--- src/rtl/id_stage_if.sv ---
// id_stage_if
//   Groups the decode-stage signals exchanged between the instruction-decode
//   stage (master) and id_stage_core (slave).
//   Register-file traffic: readRegister1/2, writeRegister, writeData and
//   regWrite go in; readData1/2 come out.
//   Control decode: opCode goes in; writeBackControl, memAccessControl and
//   calculationControl come out.
//   Hazard detection: idExMemRead, idExRt, ifIdRs and ifIdRt go in;
//   pcWrite, ifIdWrite and bubbleInstruction come out.
interface id_stage_if;
    logic [4:0]  readRegister1;
    logic [4:0]  readRegister2;
    logic [4:0]  writeRegister;
    logic [31:0] writeData;
    logic        regWrite;
    logic [5:0]  opCode;
    logic        idExMemRead;
    logic [4:0]  idExRt;
    logic [4:0]  ifIdRs;
    logic [4:0]  ifIdRt;
    logic [31:0] readData1;
    logic [31:0] readData2;
    logic [1:0]  writeBackControl;
    logic [1:0]  memAccessControl;
    logic [3:0]  calculationControl;
    logic        pcWrite;
    logic        ifIdWrite;
    logic        bubbleInstruction;

    modport master (
        output readRegister1, readRegister2, writeRegister, writeData, regWrite,
        output opCode, idExMemRead, idExRt, ifIdRs, ifIdRt,
        input  readData1, readData2, writeBackControl, memAccessControl,
        input  calculationControl, pcWrite, ifIdWrite, bubbleInstruction
    );

    modport slave (
        input  readRegister1, readRegister2, writeRegister, writeData, regWrite,
        input  opCode, idExMemRead, idExRt, ifIdRs, ifIdRt,
        output readData1, readData2, writeBackControl, memAccessControl,
        output calculationControl, pcWrite, ifIdWrite, bubbleInstruction
    );
endinterface

--- src/rtl/id_stage_core.sv ---
// id_stage_core
//   Decode-stage support core: 32x32 register file (two combinational read
//   ports, one rising-edge write port), main control decoder and load-use
//   hazard detector.
//   Ports:
//     clk    - single clock, register writes on its rising edge
//     reset  - asynchronous, active-high; clears all registers
//     id_if  - id_stage_if slave modport carrying all data/control signals
module id_stage_core (
    input  logic        clk,
    input  logic        reset,
    id_stage_if.slave   id_if
);

    logic [31:0] regs_q [32];
    logic        wr_en_d;
    logic        hazard_d;

    // r0 is never written, so it holds the reset value of zero forever.
    assign wr_en_d = id_if.regWrite && (id_if.writeRegister != 5'd0);

    always_ff @(posedge clk or posedge reset) begin
        if (reset) begin
            for (int i = 0; i < 32; i++) begin
                regs_q[i] <= 32'd0;
            end
        end else if (wr_en_d) begin
            regs_q[id_if.writeRegister] <= id_if.writeData;
        end
    end

    // No write-to-read bypass: the write lands on the rising edge, well
    // before the ID stage captures on the falling edge.
    assign id_if.readData1 = regs_q[id_if.readRegister1];
    assign id_if.readData2 = regs_q[id_if.readRegister2];

    // Control fields: WB = {regWrite, memToReg}, MEM = {memRead, memWrite},
    // EX = {regDst, aluOp[1:0], aluSrc}.
    always_comb begin
        id_if.writeBackControl   = 2'b00;
        id_if.memAccessControl   = 2'b00;
        id_if.calculationControl = 4'b0000;
        case (id_if.opCode)
            6'b000000: begin
                id_if.writeBackControl   = 2'b10;
                id_if.calculationControl = 4'b1100;
            end
            6'b100011: begin
                id_if.writeBackControl   = 2'b11;
                id_if.memAccessControl   = 2'b10;
                id_if.calculationControl = 4'b0001;
            end
            6'b101011: begin
                id_if.memAccessControl   = 2'b01;
                id_if.calculationControl = 4'b0001;
            end
            6'b000100: begin
                id_if.calculationControl = 4'b0010;
            end
            6'b001000: begin
                id_if.writeBackControl   = 2'b10;
                id_if.calculationControl = 4'b0001;
            end
            default: ;
        endcase
    end

    // A load targeting r0 still stalls on a match; the stall lifts once the
    // bubble reaches ID/EX and drops idExMemRead.
    assign hazard_d = id_if.idExMemRead &&
                      ((id_if.idExRt == id_if.ifIdRs) || (id_if.idExRt == id_if.ifIdRt));

    assign id_if.pcWrite           = ~hazard_d;
    assign id_if.ifIdWrite         = ~hazard_d;
    assign id_if.bubbleInstruction = hazard_d;

endmodule

--- src/flat_wrapper.sv ---
// flat-port wrapper written by rule: the top's interface ports become plain ports
module id_stage_core_flat 
  (clk, reset, id_if_readRegister1, id_if_readRegister2, id_if_writeRegister, id_if_writeData, id_if_regWrite, id_if_opCode, id_if_idExMemRead, id_if_idExRt, id_if_ifIdRs, id_if_ifIdRt, id_if_readData1, id_if_readData2, id_if_writeBackControl, id_if_memAccessControl, id_if_calculationControl, id_if_pcWrite, id_if_ifIdWrite, id_if_bubbleInstruction);
  id_stage_if id_if_i ();
  input  logic clk;
  input  logic reset;
  input wire logic [$bits(id_if_i.readRegister1)-1:0] id_if_readRegister1;
  input wire logic [$bits(id_if_i.readRegister2)-1:0] id_if_readRegister2;
  input wire logic [$bits(id_if_i.writeRegister)-1:0] id_if_writeRegister;
  input wire logic [$bits(id_if_i.writeData)-1:0] id_if_writeData;
  input wire logic [$bits(id_if_i.regWrite)-1:0] id_if_regWrite;
  input wire logic [$bits(id_if_i.opCode)-1:0] id_if_opCode;
  input wire logic [$bits(id_if_i.idExMemRead)-1:0] id_if_idExMemRead;
  input wire logic [$bits(id_if_i.idExRt)-1:0] id_if_idExRt;
  input wire logic [$bits(id_if_i.ifIdRs)-1:0] id_if_ifIdRs;
  input wire logic [$bits(id_if_i.ifIdRt)-1:0] id_if_ifIdRt;
  output wire logic [$bits(id_if_i.readData1)-1:0] id_if_readData1;
  output wire logic [$bits(id_if_i.readData2)-1:0] id_if_readData2;
  output wire logic [$bits(id_if_i.writeBackControl)-1:0] id_if_writeBackControl;
  output wire logic [$bits(id_if_i.memAccessControl)-1:0] id_if_memAccessControl;
  output wire logic [$bits(id_if_i.calculationControl)-1:0] id_if_calculationControl;
  output wire logic [$bits(id_if_i.pcWrite)-1:0] id_if_pcWrite;
  output wire logic [$bits(id_if_i.ifIdWrite)-1:0] id_if_ifIdWrite;
  output wire logic [$bits(id_if_i.bubbleInstruction)-1:0] id_if_bubbleInstruction;
  assign id_if_i.readRegister1 = id_if_readRegister1;
  assign id_if_i.readRegister2 = id_if_readRegister2;
  assign id_if_i.writeRegister = id_if_writeRegister;
  assign id_if_i.writeData = id_if_writeData;
  assign id_if_i.regWrite = id_if_regWrite;
  assign id_if_i.opCode = id_if_opCode;
  assign id_if_i.idExMemRead = id_if_idExMemRead;
  assign id_if_i.idExRt = id_if_idExRt;
  assign id_if_i.ifIdRs = id_if_ifIdRs;
  assign id_if_i.ifIdRt = id_if_ifIdRt;
  assign id_if_readData1 = id_if_i.readData1;
  assign id_if_readData2 = id_if_i.readData2;
  assign id_if_writeBackControl = id_if_i.writeBackControl;
  assign id_if_memAccessControl = id_if_i.memAccessControl;
  assign id_if_calculationControl = id_if_i.calculationControl;
  assign id_if_pcWrite = id_if_i.pcWrite;
  assign id_if_ifIdWrite = id_if_i.ifIdWrite;
  assign id_if_bubbleInstruction = id_if_i.bubbleInstruction;
  id_stage_core u_core (.clk(clk), .reset(reset), .id_if(id_if_i));
endmodule
--- config.mk ---
export PLATFORM = sky130hd
export DESIGN_NAME = id_stage_core_flat
export DESIGN_NICKNAME = d
export VERILOG_FILES = /design/src/rtl/id_stage_if.sv /design/src/rtl/id_stage_core.sv /design/src/flat_wrapper.sv
export SDC_FILE = /design/constraint.sdc
export NUM_CORES = 2
export LEC_CHECK = 0
export CAP_MARGIN = 5
export CORE_UTILIZATION = 35
export CTS_BUF_LIST = sky130_fd_sc_hd__clkbuf_4
export DETAILED_ROUTE_END_ITERATION = 12
export PLACE_DENSITY = 0.54
export REMOVE_ABC_BUFFERS = 1
export SYNTH_ARGS = -nofsm -noshare
export SYNTH_HDL_FRONTEND = slang
export SYNTH_SLANG_ARGS = --single-unit
--- constraint.sdc ---
create_clock -name clk -period 52.9 [get_ports clk]
set_clock_uncertainty 0.1 [all_clocks]
set_input_delay 15.87 -clock clk [delete_from_list [all_inputs] [get_ports clk]]
set_output_delay 15.87 -clock clk [all_outputs]
set_load 0.02 [all_outputs]
Word level (Yosys, flattened, before mapping) --
Index checks and enable logic that the tools add are counted.
Cells by class: order comparisons 4, reductions and logical operators 8, bitwise gates (word level) 4, muxes and demuxes 12, equality and inequality tests 6
Operator list (count):
- $bwmux 1024 | 1
- $bmux 32 s5 | 2
- $demux 32 s5 | 1
- $mux 32 | 5
- $ge 6x6->1 const B | 3
- $not 5->6 | 3
- $eq 6x6->1 const B | 2
- $pmux 4 s3 | 1
- $eq 5x5->1 | 2
- $pmux 2 s2 | 2
- $eq 6x3->1 const B | 1
- $eq 6x4->1 const B | 1
- $logic_not 6->1 | 1
- $lt 6x1->1 const B | 1
- $reduce_bool 5->1 | 1
- $logic_and 1x1->1 | 3
- $reduce_or 3->1 | 1
- $reduce_or 2->1 | 1
- $logic_or 1x1->1 | 1
- $not 1->1 | 1
Storage, ports and cells: word-level logic and storage cells 66, output and inout port bits 75, input bits 72, bits in registers 1024

Depth between registers and ports, before layout --
word-level depth 6, gate-level depth with buffers 8, gate-level depth less buffers 5

Worst setup path before layout --
Ideal clock, no wire load.
path type input to output, from input id_if_opCode[1], to output id_if_calculationControl[3], data required time 36.930 ns, setup slack 19.664 ns, data arrival time 17.266 ns, stages on the path 3, path buffers 1, cells stage by stage or3_1 -> nor4_1 -> buf_4
Between the ends: longest elaborated chain between the ends 3
Ends and longest elaborated chain:
- start, declared | line flat_wrapper.sv:12 | input wire logic [$bits(id_if_i.opCode)-1:0] id_if_opCode;
- $eq 6x6->1 or $eq 6x4->1 (tied branches) | line id_stage_core.sv:43 | case (id_if.opCode)
- $reduce_or 3->1 (no line)
- $pmux 4 s3 * | line id_stage_core.sv:43
- end, declared | line flat_wrapper.sv:21 | output wire logic [$bits(id_if_i.calculationControl)-1:0] id_if_calculationControl;
Every way passes the cells marked *; elsewhere a longest branch is shown, timed or not.

Final worst setup path --
from input id_if_readRegister1[1], to output id_if_readData1[16]
Between the ends: longest elaborated chain between the ends 4
Ends and longest elaborated chain:
- start, declared | line flat_wrapper.sv:7 | input wire logic [$bits(id_if_i.readRegister1)-1:0] id_if_readRegister1;
- $not 5->6 (implied by the code) | line id_stage_core.sv:34 | assign id_if.readData1 = regs_q[id_if.readRegister1];
- $bmux 32 s5 | line id_stage_core.sv:34
- $mux 32 (implied by the code) (2 in a row) | line id_stage_core.sv:34
- end, declared | line flat_wrapper.sv:17 | output wire logic [$bits(id_if_i.readData1)-1:0] id_if_readData1;
No other way between the ends. The select of a mux whose other input is x is not followed.

==> metrics.txt <==
Seq pwr share 47.1%; Min-Delay Endpoint u_core.regs_q[1018]$_DFFE_PP0P_; nets@finish 4,771; Largest register FFs 1,024; status complete, no violations; fillcell total 15,300; Setup Fix Bufs, Post-CTS 0; P per Cell Area 35.7 mW/mm^2; Int Pwr 1.55 mW; Setup violations, final 0; Ports 147; GRT overflow 0; fmax 0.0268 GHz; Clock power frac 32.6%; GPL Wtd Cong 0.757; Worst EP required 36.93 ns; via/cell ratio 5.72; Avg WL per Cell 26.6 um; Rel. slew slack 14.2%; Critical-path top delay cell buf_4; die height 403 um; flops & latches, synth 1,024; initial antenna violation count 5; Finished Layout Cells 6,959; Worst Path Buf+Inv 6; GRT Total Usage 22.5%; CP Depth 11; core area 0.159 mm^2; Crit. End Element primary output; reg-to-reg startpoint u_core.regs_q[352]$_DFFE_PP0P_; Max Slew Vio Count 0; Most common cell on crit path buf_4; Switching Fraction 30.2%; Max H-tree Level 5; largest net degree at the start of global routing 168; area occupied by multi-input gates 0.0281 mm^2; syn avg cell area 12.1 um^2; CP top delay family buffers and inverters; via count 39,800; Seq/Total Area, Yosys 45.6%; clock buffer depth 4; maximum vdd drop 0.0227 mV; Setup WS post-layout 15.52 ns; Final min period 37.38 ns; vias in the first global route 41,300; crit path DAT 21.41 ns; Synth area leader dfrtp_1; CTS resizes 0; Post-synth EDFFs 0; Max-Cap Viols 0; Detailed Place HPWL 91.9 mm; kind of critical path input pin to primary output; Ys Warns 0; logic gate share of total power 20.2%; Hold WC Path Type flip-flop to flip-flop; Sink Count 1,024; Biggest register u_core.regs_q; ys flop type dfrtp_1; DRT Pass-1 Iters 5; Critical Path, Cell by Cell buf_8, buf_4, buf_4, buf_4, buf_4, mux2i_1, a22o_1, nor3_1, a31oi_1, nand3_1, clkdlybuf4s50_1; Worst Hold Launch u_core.regs_q[1018]$_DFFE_PP0P_; share of cells above drive strength 1 31.6%; Detail Route Antenna Nets 0; DRT iter0 DRCs 2,682; ranking of synthesized cells by area dfrtp_1, mux2_2, mux2i_1, a22oi_1, a22o_1; first-pass GRT wire length 272 mm; WHS Path Cells 0; clock slew at the register clock pins of the worst setup and hold paths 0.05 ns; Worst Tran Pin Value 1.28 ns; Synth Instances 4,632; dpl ws 15.49 ns; Core Util, Final 39.1%; synthesized area 0.0561 mm^2; CTS Buf Count 310; worst hold slack 0.300 ns; worst skew pair latency 1.13 ns; DIE AREA 0.162 mm^2; RSZ-0062 raised after global routing false; Post-synth ARST share 100%; CP startpoint kind input pin; FP Rows 146; NetSw 0.668 mW; R2R Setup Slk 51.99 ns; CTS root buf clkbuf_4; Critical R2R Capture u_core.regs_q[352]$_DFFE_PP0P_; synth unique cells 37; synth cell count leaders dfrtp_1, mux2i_1, mux2_2, clkbuf_1, nand2_1; Initial Util 35.4%; leakage power 29.0 nW; # port buffers 146; max incr delay on CP 0.89 ns; area post-placement 0.0585 mm^2; Die Width 403 um; Finished Cell Area 0.0620 mm^2; Cell Count Post-Placement 6,459; hold buffer count at CTS 0; Yosys top cell area share 45.6%; routed wire length 185 mm; biggest regs u_core.regs_q: 1024 flops; Final period util 70.7%; CTS tree yes; worst reg2reg path depth 1; Remaining DRCs 0; sum of negative setup slack 0 ns; Register Area 0.0256 mm^2; overall power 2.21 mW; CP max FO 76; Layout area overhead 10.5%; final hold vios 0
## routing by layer
| layer | vias up | share of wire (%) | GRT usage, % |
|---|---|---|---|
| met5 | - | 0.0070 | 0 |
| met4 | 2 | 2.8 | 8.11 |
| li1 | 17400 | - | - |
| met1 | 20800 | 46 | 31.0 |
| met2 | 1292 | 45 | 35.1 |
| met3 | 365 | 5.8 | 4.29 |
## how the worst max path moves through the flow
stage	slack [ns]	startpoint	endpoint
2_1_floorplan	8.11	reset	u_core.regs_q[0]$_DFFE_PP0P_
3_3_place_gp	15.48	id_if_readRegister1[1]	id_if_readData1[16]
3_5_place_dp	15.49	id_if_readRegister1[1]	id_if_readData1[16]
4_1_cts	15.47	id_if_readRegister1[1]	id_if_readData1[16]
5_1_grt	15.29	id_if_readRegister1[1]	id_if_readData1[16]
6_report	15.52	id_if_readRegister1[1]	id_if_readData1[16]
## cell usage in the layout, fill, tap and decap left out, drive strengths merged
cell / n
or3: 1
a21oi: 192
dfrtp: 1024
nor3: 67
o31ai: 1
xor2: 5
nor4: 3
and2: 3
nor2b: 4
o21ai: 1
a31oi: 64
xnor2: 5
or3b: 1
clkdlybuf4s50: 144
a22o: 128
or2: 3
mux2i: 1024
mux2: 992
diode: 6
nand3b: 4
nand3: 197
nor3b: 5
nor2: 19
clkinv: 50
a22oi: 192
nand2: 211
nor4b: 1
clkbuf: 442
and3b: 1
buf: 87
inv: 4
o21a: 1
nand2b: 4
and3: 1
## cell type report
| cell class | count | area share [%] |
|---|---|---|
| multi-input cells | 3130 | 45.3 |
| flip-flops and latches | 1024 | 41.3 |
| clock buffers | 442 | 5.35 |
| well taps | 2072 | 4.18 |
| repair buffers | 231 | 3.50 |
| clock inverters | 52 | 0.319 |
| inverters | 2 | 0.0242 |
| diodes | 6 | 0.0242 |
## cell families after synthesis
group	Yosys count	share of synthesized area, %
XOR/XNOR	10	0.156
buffers and inverters	478	4.51
AO/OA/AOI/OAI	579	7.02
AND/OR/NAND/NOR	525	4.52
multiplexers	2016	38.2
flip-flops	1024	45.6
## power by group through the flow
stage	combinational [mW]	sequential [mW]	clock, mW
finish	0.448	1.04	0.722
global route	0.488	1.06	0.791
CTS	0.450	1.04	0.747
detailed placement	0.449	1.05	0
global placement	0.440	1.05	0
floorplan	0.322	1.03	0
Power figures use the tool's default switching activity.
